## src/rtl/lane_merge_pkg.sv

```systemverilog
// Shared helpers for the lane merge buffer: lane index -> packed position mapping,
// range check, and the FILL/HOLD state type.
package lane_merge_pkg;

    typedef enum logic {
        S_FILL = 1'b0,
        S_HOLD = 1'b1
    } state_t;

    // Packed position counted from the LSB lane of the output word.
    function automatic int lane_pos(int idx, int lanes, int lane_lo, bit ascending);
        return ascending ? (lanes - 1 - (idx - lane_lo)) : (idx - lane_lo);
    endfunction

    function automatic bit lane_in_range(int idx, int lanes, int lane_lo);
        return (idx >= lane_lo) && (idx < lane_lo + lanes);
    endfunction

endpackage

```

## src/rtl/lane_run_decode.sv

```systemverilog
// Combinational decode of one lane-run write into per-position write enables and
// lane-aligned data; out-of-range lanes of the run produce no enable.
module lane_run_decode
    import lane_merge_pkg::*;
#(
    parameter int LANES     = 8,
    parameter int LANE_W    = 8,
    parameter int LANE_LO   = 0,
    parameter int ASCENDING = 0,
    parameter int MAX_RUN   = 2,
    parameter int CNT_W     = $clog2(MAX_RUN + 1)
) (
    input  logic signed [15:0]         in_lane,
    input  logic [CNT_W-1:0]           in_count,
    input  logic [MAX_RUN*LANE_W-1:0]  in_data,
    output logic [LANES-1:0]           lane_we,
    output logic [LANES*LANE_W-1:0]    lane_data
);

    for (genvar p = 0; p < LANES; p++) begin : g_lane
        logic              we;
        logic [LANE_W-1:0] wd;

        // In ascending order the slice's LSB chunk lands on its highest index.
        always_comb begin
            int idx;
            we = 1'b0;
            wd = '0;
            for (int k = 0; k < MAX_RUN; k++) begin
                idx = (ASCENDING != 0) ? int'(in_lane) + int'(in_count) - 1 - k
                                       : int'(in_lane) + k;
                if (k < int'(in_count) && lane_in_range(idx, LANES, LANE_LO) &&
                    lane_pos(idx, LANES, LANE_LO, ASCENDING != 0) == p) begin
                    we = 1'b1;
                    wd = in_data[k*LANE_W +: LANE_W];
                end
            end
        end

        assign lane_we[p]                  = we;
        assign lane_data[p*LANE_W +: LANE_W] = wd;
    end

endmodule

```

## src/rtl/lane_merge_buffer.sv

```systemverilog
// Packed-lane write-merge buffer: accumulates lane-run writes, emits the merged word
// when full or flushed. Define LANE_MERGE_STRB_EN to expose the per-lane out_strb mask.
module lane_merge_buffer
    import lane_merge_pkg::*;
#(
    parameter int LANES     = 8,
    parameter int LANE_W    = 8,
    parameter int LANE_LO   = 0,
    parameter int ASCENDING = 0,
    parameter int MAX_RUN   = 2,
    parameter int CNT_W     = $clog2(MAX_RUN + 1)
) (
    input  logic                       clk,
    input  logic                       rst,
    input  logic                       in_valid,
    output logic                       in_ready,
    input  logic signed [15:0]         in_lane,
    input  logic [CNT_W-1:0]           in_count,
    input  logic [MAX_RUN*LANE_W-1:0]  in_data,
    input  logic                       in_flush,
    output logic                       out_valid,
    input  logic                       out_ready,
    output logic [LANES*LANE_W-1:0]    out_data
`ifdef LANE_MERGE_STRB_EN
    ,
    output logic [LANES-1:0]           out_strb
`endif
);

    state_t                  state_q, state_d;
    logic [LANES*LANE_W-1:0] data_q, data_d, run_data;
    logic [LANES-1:0]        mask_q, mask_d, run_we;
    logic                    accept;

    lane_run_decode #(
        .LANES     (LANES),
        .LANE_W    (LANE_W),
        .LANE_LO   (LANE_LO),
        .ASCENDING (ASCENDING),
        .MAX_RUN   (MAX_RUN),
        .CNT_W     (CNT_W)
    ) u_decode (
        .in_lane   (in_lane),
        .in_count  (in_count),
        .in_data   (in_data),
        .lane_we   (run_we),
        .lane_data (run_data)
    );

    assign out_valid = (state_q == S_HOLD);
    assign in_ready  = !rst && (!out_valid || out_ready);
    assign accept    = in_valid && in_ready;

    // A write landing on the output handshake merges into an already-cleared word.
    always_comb begin
        state_d = state_q;
        data_d  = data_q;
        mask_d  = mask_q;
        if (state_q == S_HOLD && out_ready) begin
            state_d = S_FILL;
            data_d  = '0;
            mask_d  = '0;
        end
        if (accept) begin
            for (int p = 0; p < LANES; p++) begin
                if (run_we[p]) data_d[p*LANE_W +: LANE_W] = run_data[p*LANE_W +: LANE_W];
            end
            mask_d = mask_d | run_we;
            if ((&mask_d) || (in_flush && (|mask_d))) state_d = S_HOLD;
        end
    end

    always_ff @(posedge clk) begin
        if (rst) begin
            state_q <= S_FILL;
            data_q  <= '0;
            mask_q  <= '0;
        end else begin
            state_q <= state_d;
            data_q  <= data_d;
            mask_q  <= mask_d;
        end
    end

    assign out_data = data_q;
`ifdef LANE_MERGE_STRB_EN
    assign out_strb = mask_q;
`endif

endmodule

```

## config.mk

```make
export PLATFORM = sky130hd
export DESIGN_NAME = lane_merge_buffer
export DESIGN_NICKNAME = d
export VERILOG_FILES = /design/src/rtl/lane_merge_pkg.sv /design/src/rtl/lane_run_decode.sv /design/src/rtl/lane_merge_buffer.sv
export SDC_FILE = /design/constraint.sdc
export NUM_CORES = 1
export LEC_CHECK = 0
export ABC_AREA = 1
export BUFFER_PORTS_ARGS = -buffer_cell sky130_fd_sc_hd__buf_4
export CORE_ASPECT_RATIO = 0.5
export CORE_MARGIN = 2
export CORE_UTILIZATION = 60
export CTS_CLUSTER_DIAMETER = 80
export DETAILED_ROUTE_END_ITERATION = 8
export PLACE_DENSITY = 0.89
export RECOVER_POWER = 50
export SYNTH_ARGS = -nofsm -noshare
export SYNTH_HDL_FRONTEND = slang
export SYNTH_HIERARCHICAL = 1
export SYNTH_SLANG_ARGS = --single-unit
```

## constraint.sdc

```tcl
create_clock -name clk -period 5.8 [get_ports clk]
set_input_delay 1.16 -clock clk [delete_from_list [all_inputs] [get_ports clk]]
set_output_delay 1.16 -clock clk [all_outputs]
set_load 0.02 [all_outputs]
```

* Yosys cells after proc, flatten, opt, wreduce, memory -nomap -nowiden *
Index checks and enable logic that the tools add are counted.

operators by class
  reductions and logical operators = 32
  $mul = 0
  shift-type cells = 0
  mux-type cells = 47
  bitwise gates (word level) = 1
  equality and inequality tests = 14
  $lt $le $gt $ge = 6
  div/mod/pow operators = 0
  add/sub/neg operators = 1

operators with widths
  kind                     count
  $mux W8                  26
  $eq A32 B4 Y1 const B    4
  $mux W64                 2
  $eq A16 B4 Y1 const B    4
  $eq A32 B3 Y1 const B    2
  $logic_not A32 Y1        2
  $eq A16 B3 Y1 const B    2
  $eq A32 B2 Y1 const B    1
  $ge A32 B1 Y1 const B    1
  $lt A32 B5 Y1 const B    1
  $logic_and A1 B1 Y1      24
  $mux W1                  19
  $add A16 B2 Y17 const B  1
  $eq A16 B2 Y1 const B    1
  $ge A16 B1 Y1 const B    1
  $lt A16 B5 Y1 const B    1
  $or A8 B8 Y8             1
  $reduce_and A8 Y1        1
  $reduce_or A8 Y1         1
  $lt A1 B2 Y1 const A     2
  $logic_not A1 Y1         2
  $logic_or A1 B1 Y1       2

word-level totals
  bits in latches = 0
  bits in writable memories = 0
  bits in registers = 73
  ROM bits = 0
  memories kept = 0
  input port bits = 39

* Logic depth before layout (Yosys ltp) *
  depth after elaboration = 12
  depth in mapped cells = 22
  gate-level depth less buffers = 20

* By module *
Netlist, hierarchy kept.

modules (own cells, without submodules)
  module             area each (um^2)  cells each  sequential area each (um^2)  instances
  lane_merge_buffer  3244.4            354         1461.4                       1
  lane_run_decode    1761.7            377         0.0                          1

* Worst setup path before layout *
No wires, ideal clock.

  kind = input port to flip-flop
  start = input in_lane[5]
  end = register state_q, in the netlist out_valid
  stages on the path = 21
  setup slack = 2.767 ns
  required time = 5.668 ns
  library setup time = 0.132 ns
  data arrival time = 2.901 ns
  path buffers = 2
  path through = nand2_1 -> nor2_1 -> nand2_1 -> nor2_1 -> nand2_1 -> o21ai_0 -> nand2_1 -> nand3_2 -> nor2_8 -> buf_6 -> nand2_1 -> nand2_1 -> buf_4 -> a21oi_1 -> nand2_1 -> nor2_1 -> nand2_1 -> nand2_1 -> nand2_1 -> nand2_1 -> a21oi_1

on the way
  word-level cells in the longest chain between the ends = 12
  elaborated cells between the ends (all ways) = 64
  classes of those cells = add/sub: 1; order compare: 4; eq/ne: 14; mux: 18; bitwise: 1; reduce/logical: 26

ends and longest elaborated chain
  what                                            RTL line                                     source
  start, declared                                 lane_merge_buffer.sv:17                      input logic signed [15:0] in_lane,
  $add A16 B2 Y17 (tied with other cells)         lane_run_decode.sv:31                        : int'(in_lane) + k;
  $ge A32 B1 Y1 (tied with other cells)           lane_merge_pkg.sv:16                         return (idx >= lane_lo) && (idx < lane_lo + lanes);
  $logic_and A1 B1 Y1, on equally long branches   lane_merge_pkg.sv:16, lane_run_decode.sv:32
  $logic_and A1 B1 Y1                             lane_run_decode.sv:32                        if (k < int'(in_count) && lane_in_range(idx, LANES, LANE_LO) &&
  $logic_and A1 B1 Y1 or $mux W1 (tied branches)  lane_run_decode.sv:32
  $mux W1 *                                       lane_run_decode.sv:32
  net u_decode.g_lane[3].we                       lane_run_decode.sv:21                        logic we;
  $or A8 B8 Y8 *                                  lane_merge_buffer.sv:68                      mask_d = mask_d | run_we;
  $reduce_or A8 Y1                                lane_merge_buffer.sv:69                      if ((&mask_d) || (in_flush && (|mask_d))) state_d = S_HOLD;
  $logic_and A1 B1 Y1                             lane_merge_buffer.sv:69
  $logic_or A1 B1 Y1 *                            lane_merge_buffer.sv:69
  $mux W1 *                                       lane_merge_buffer.sv:69
  $mux W1 *                                       lane_merge_buffer.sv:64                      if (accept) begin
  end signal, assigned                            lane_merge_buffer.sv:79                      state_q <= state_d;
  end, declared                                   lane_merge_buffer.sv:30                      state_t state_q, state_d;

The timed path passes the listed nets; every way through them passes the cells marked *.
A chain may end at the register's enable or synchronous reset.

* Final worst setup path *
  start = input in_lane[0]
  end = register data_q[5], in the netlist out_data[5]

on the way
  word-level cells in the longest chain between the ends = 8
  elaborated cells between the ends (all ways) = 19
  classes of those cells = add/sub: 1; order compare: 4; mux: 6; reduce/logical: 8

ends and longest elaborated chain
  what                                            RTL line                                     source
  $add A16 B2 Y17 (tied with other cells)         lane_run_decode.sv:31
  $ge A32 B1 Y1 (tied with other cells)           lane_merge_pkg.sv:16
  $logic_and A1 B1 Y1, on equally long branches   lane_merge_pkg.sv:16, lane_run_decode.sv:32
  $logic_and A1 B1 Y1                             lane_run_decode.sv:32
  $logic_and A1 B1 Y1 or $mux W1 (tied branches)  lane_run_decode.sv:32
  $mux W1 *                                       lane_run_decode.sv:32
  net run_we[0]                                   lane_merge_buffer.sv:32                      logic [LANES-1:0] mask_q, mask_d, run_we;
  $mux W8 *                                       lane_merge_buffer.sv:66                      if (run_we[p]) data_d[p*LANE_W +: LANE_W] = run_data[p*LANE_W +: LANE_W];
  $mux W64 *                                      lane_merge_buffer.sv:64
  end signal, assigned                            lane_merge_buffer.sv:80                      data_q <= data_d;
  end, declared                                   lane_merge_buffer.sv:31                      logic [LANES*LANE_W-1:0] data_q, data_d, run_data;

Marked as above.

==> tab_implementation.tex <==
\begin{tabular}{lr}
\hline
Metric & Value \\
\hline
\multicolumn{2}{l}{\textbf{STA}} \\
\quad Achievable Freq & 231.7 MHz \\
\quad Max Transition Viols Final & 0 \\
\quad Skew final & 0.003613 ns \\
\quad Minimum setup slack in the final design & 1.485 ns \\
\quad Final setup violation count & 0 \\
\quad Max-slew headroom & 4.089\% \\
\quad Tmin final & 4.315 ns \\
\quad Slew of the pin with the lowest slew margin & 1.433 ns \\
\quad Post-route fraction of the period consumed by the critical path & 74.40\% \\
\quad Setup TNS & 0 ns \\
\quad Worst hold slack across all endpoints & 0.4672 ns \\
\quad RSZ-0062 raised after global routing & no \\
\quad Hold Vio Cnt, Final & 0 \\
\multicolumn{2}{l}{\textbf{Power and ir drop}} \\
\quad Logic gate share of total power & 7.8\% \\
\quad Share of power burned in the clock network & 50.4\% \\
\quad Internal power consumption & 915.5 µW \\
\quad Net Switching & 284.9 µW \\
\quad Switching Share & 23.73\% \\
\quad Worst IR drop on VDD & 0.1342 mV \\
\quad Power per Cell Area & 214.8 nW/µm² \\
\quad Proportion of power drawn by flip-flops and latches & 41.8\% \\
\quad Leak pwr & 0.002620 µW \\
\multicolumn{2}{l}{\textbf{Drt}} \\
\quad First-iteration detailed-routing DRC count & 810 \\
\quad Wire length after detailed routing & 14,600 µm \\
\quad Routed vias & 5,279 \\
\quad Average wire length per cell after detail routing & 16.24 µm \\
\quad Average vias per placed instance & 5.872 \\
\quad Remaining number of nets flagged by the antenna check after routing & 0 \\
\quad First-pass iteration count of the detailed router & 8 \\
\quad Final routed DRC violation total & 0 \\
\multicolumn{2}{l}{\textbf{Critical path}} \\
\quad Crit path capture type & flop \\
\quad Total buffers and inverters traversed by the critical path & 1 \\
\quad Sort of element at the start of the critical path & input port \\
\quad CP Cell Sequence & buf\_4 -> nand2\_1 -> nor2\_1 -> nand2\_1 -> o21ai\_1 -> nand2\_1 -> nor2\_1 -> nand3\_2 -> nor2\_8 -> nand2\_1 -> nand2\_1 -> nand2\_1 -> nor2\_1 -> a211oi\_2 \\
\quad Slowest CP cell & sky130\_fd\_sc\_hd\_\_nor2\_1 \\
\quad Most frequent cell on the critical path & sky130\_fd\_sc\_hd\_\_nand2\_1 \\
\quad CP max FO & 72 \\
\quad Launch point of the worst path & in\_lane[0] \\
\quad Endpoint arrival time on the critical path & 4.49 ns \\
\quad Worst Path Required & 5.98 ns \\
\quad Cell class contributing the biggest share of worst-path delay & simple AND/OR/NAND/NOR gates \\
\quad Setup Crit Path Kind & in -> reg \\
\quad Critical register-to-register path startpoint & out\_valid \\
\quad Setup slack of the worst register-to-register path & 3.58 ns \\
\quad CP peak stage delay & 0.81 ns \\
\multicolumn{2}{l}{\textbf{Logic synthesis}} \\
\quad Largest cells by area after synthesis & sky130\_fd\_sc\_hd\_\_dfxtp\_1 29\%, sky130\_fd\_sc\_hd\_\_nand2\_1 16\%, sky130\_fd\_sc\_hd\_\_a211oi\_2 16\% \\
\quad Most frequently used flop master after synthesis & sky130\_fd\_sc\_hd\_\_dfxtp\_1 \\
\quad Nets in the synthesized netlist & 770 \\
\quad Average cell area after synthesis & 6.848 µm² \\
\quad Number of flops mapped to enable cells by yosys & 0 \\
\quad Proportion of netlist area held by the largest area contributor & 29.19\% \\
\quad Most common library cells after synthesis & 219 x sky130\_fd\_sc\_hd\_\_nand2\_1, 126 x sky130\_fd\_sc\_hd\_\_nand3\_1, 95 x sky130\_fd\_sc\_hd\_\_nor2\_1 \\
\quad Cell count after synthesis & 731 \\
\quad Unique cell type count in the Yosys netlist & 26 \\
\quad Post-synthesis cell type with the largest combined area & sky130\_fd\_sc\_hd\_\_dfxtp\_1 \\
\quad Number of flip-flops and latches in the synthesized netlist & 73 \\
\quad Cell area after synthesis & 5006 µm² \\
\quad Synth async-reset ratio & 0\% \\
\quad Dominant cell by count in the synthesized netlist & sky130\_fd\_sc\_hd\_\_nand2\_1 \\
\quad Syn. warnings & 6 \\
\quad Proportion of synthesized chip area in sequential cells & 29.19\% \\
\multicolumn{2}{l}{\textbf{Floorplan}} \\
\quad Starting density of the core & 62.13\% \\
\quad Full die area & 9134 µm² \\
\quad Top-level I/O count & 105 \\
\quad Placeable core region & 8058 µm² \\
\quad Y dimension of the die & 68.59 µm \\
\quad Cell Rows & 23 \\
\quad Die Span X & 133.2 µm \\
\multicolumn{2}{l}{\textbf{Placed design}} \\
\quad Number of I/O port buffers & 104 \\
\quad Placed instance count & 883 \\
\quad Detailed-placement wirelength estimate & 9384 µm \\
\quad RePlAce Congestion & 0.9289 \\
\quad Worst setup slack before clock tree synthesis & 1.901 ns \\
\multicolumn{2}{l}{\textbf{Final layout}} \\
\quad Area grow syn2layout & 11.65\% \\
\quad Net count of the finished layout & 821 \\
\quad \# fillers & 756 \\
\quad Layout Utilization & 69.36\% \\
\quad Diodes inserted & 0 \\
\quad Share of layout cells above drive strength 1 & 17.92\% \\
\quad Post-route insts no fill & 899 \\
\multicolumn{2}{l}{\textbf{Clock tree}} \\
\quad Post-CTS setup buffer count & 0 \\
\quad Max clock buf depth & 2 \\
\quad Level count of the clock H-tree & 3 \\
\quad Cell at the root of the clock tree & sky130\_fd\_sc\_hd\_\_clkbuf\_16 \\
\quad Clock latency on the worst-skew pair & 0.34 ns \\
\quad TritonCTS clock tree & done \\
\quad Quantity of hold-fixing buffers added after cts & 0 \\
\quad PostCTS Resize Cnt & 0 \\
\quad Clock slew at reported path FFs & 0.06 ns \\
\quad Number of buffers added by the clock tree synthesis step & 9 \\
\quad Number of clock sinks seen by CTS & 73 \\
\multicolumn{2}{l}{\textbf{GRT}} \\
\quad Pin count of the biggest net entering global routing & 75 \\
\quad Global-route wire length before repair & 22,940 µm \\
\quad Overall track demand over capacity in global routing & 32.64\% \\
\quad Total congestion overflow after global routing & 0 \\
\quad Antenna violations before repair & 0 \\
\quad Via count of the first global-routing pass & 4,623 \\
\multicolumn{2}{l}{\textbf{Run status}} \\
\quad Outcome & finished clean \\
\multicolumn{2}{l}{\textbf{Min path}} \\
\quad Worst hold start & mask\_q[6] \\
\quad Min-delay worst type & reg -> reg \\
\multicolumn{2}{l}{\textbf{Flow run}} \\
\quad Max-capacitance violation count & 0 \\
\hline
\end{tabular}
-- routing by layer --
metal  GRT usage, %  wire (µm)  up-vias
met3          9.211       1764       59
met2          53.04       6547      318
li1               -          -     2510
met5              0          0        -
met1          40.63       5784     2392
met4          17.29        507        0
-- cell type report --
class | count | area [µm²] | area share [%]
multi-input combinational | 555 | 2964 | 53.03
sequential | 73 | 1461 | 26.15
timing repair buffer | 109 | 574.3 | 10.28
clock buffer | 11 | 242.7 | 4.343
tap | 112 | 140.1 | 2.507
inverter | 34 | 127.6 | 2.283
clock inverter | 5 | 78.83 | 1.410
-- cells by family after synthesis --
logic type,after synthesis,share of synthesized area (%)
buffers and inverters,103,11.35
AND/OR/NAND/NOR,467,41.06
flip-flops,73,29.19
AO/OA/AOI/OAI,88,18.40
-- registers in the layout, indices dropped and copies added, names as in the netlist --
signal and count:
mask_q 8, out_data 64, out_valid 1
-- cells in the final DEF (no fill, tap or decap), drive strengths merged --
cell type / Yosys / layout
a211oi: 64 / 64
inv: 33 / 33
o21ai: 7 / 7
nand4: 7 / 7
clkinv: 1 / 4
nor3: 2 / 2
nor2: 98 / 98
nand2: 227 / 227
clkbuf: 14 / 76
bufinv: 0 / 2
nor3b: 1 / 1
a21oi: 17 / 17
dfxtp: 73 / 73
nand3: 130 / 130
nor4: 1 / 1
buf: 55 / 44
or2: 1 / 1
-- power groups by stage --
stage / combinational, µW / sequential, µW / clock, µW
floorplan: 50.1 / 512 / 0
global placement: 90.3 / 512 / 0
detailed placement: 90.5 / 512 / 0
CTS: 90.7 / 501 / 610
global route: 97.7 / 501 / 634
finish: 93.8 / 501 / 605
-- metrics by stage --
stage	power (µW)	instance area, µm²
after detailed placement	603.0	5527
after CTS	1202	5848
after global routing	1233	5589
after floorplan	562.5	5006
final	1200	5589
after global placement	602.7	5527
-- final timing paths --
path,to,cells after the start
hold / removal,mask_q[6],2
setup / recovery,out_data[5],14
setup reg to reg,out_valid,10
hold reg to reg,mask_q[6],2
-- worst reg2reg max path, cell delays in order, from the launching register on --
cell and delay, ns:
sky130_fd_sc_hd__dfxtp_1 0.37, sky130_fd_sc_hd__nand2_2 0.47, sky130_fd_sc_hd__buf_4 0.49, sky130_fd_sc_hd__a21oi_1 0.25, sky130_fd_sc_hd__nand2_1 0.09, sky130_fd_sc_hd__nor2_1 0.10, sky130_fd_sc_hd__nand2_1 0.06, sky130_fd_sc_hd__nand2_1 0.05
sky130_fd_sc_hd__nand2_1 0.05, sky130_fd_sc_hd__nand2_1 0.06, sky130_fd_sc_hd__a21oi_1 0.07
Note: power is estimated with default switching activity, not from simulation.
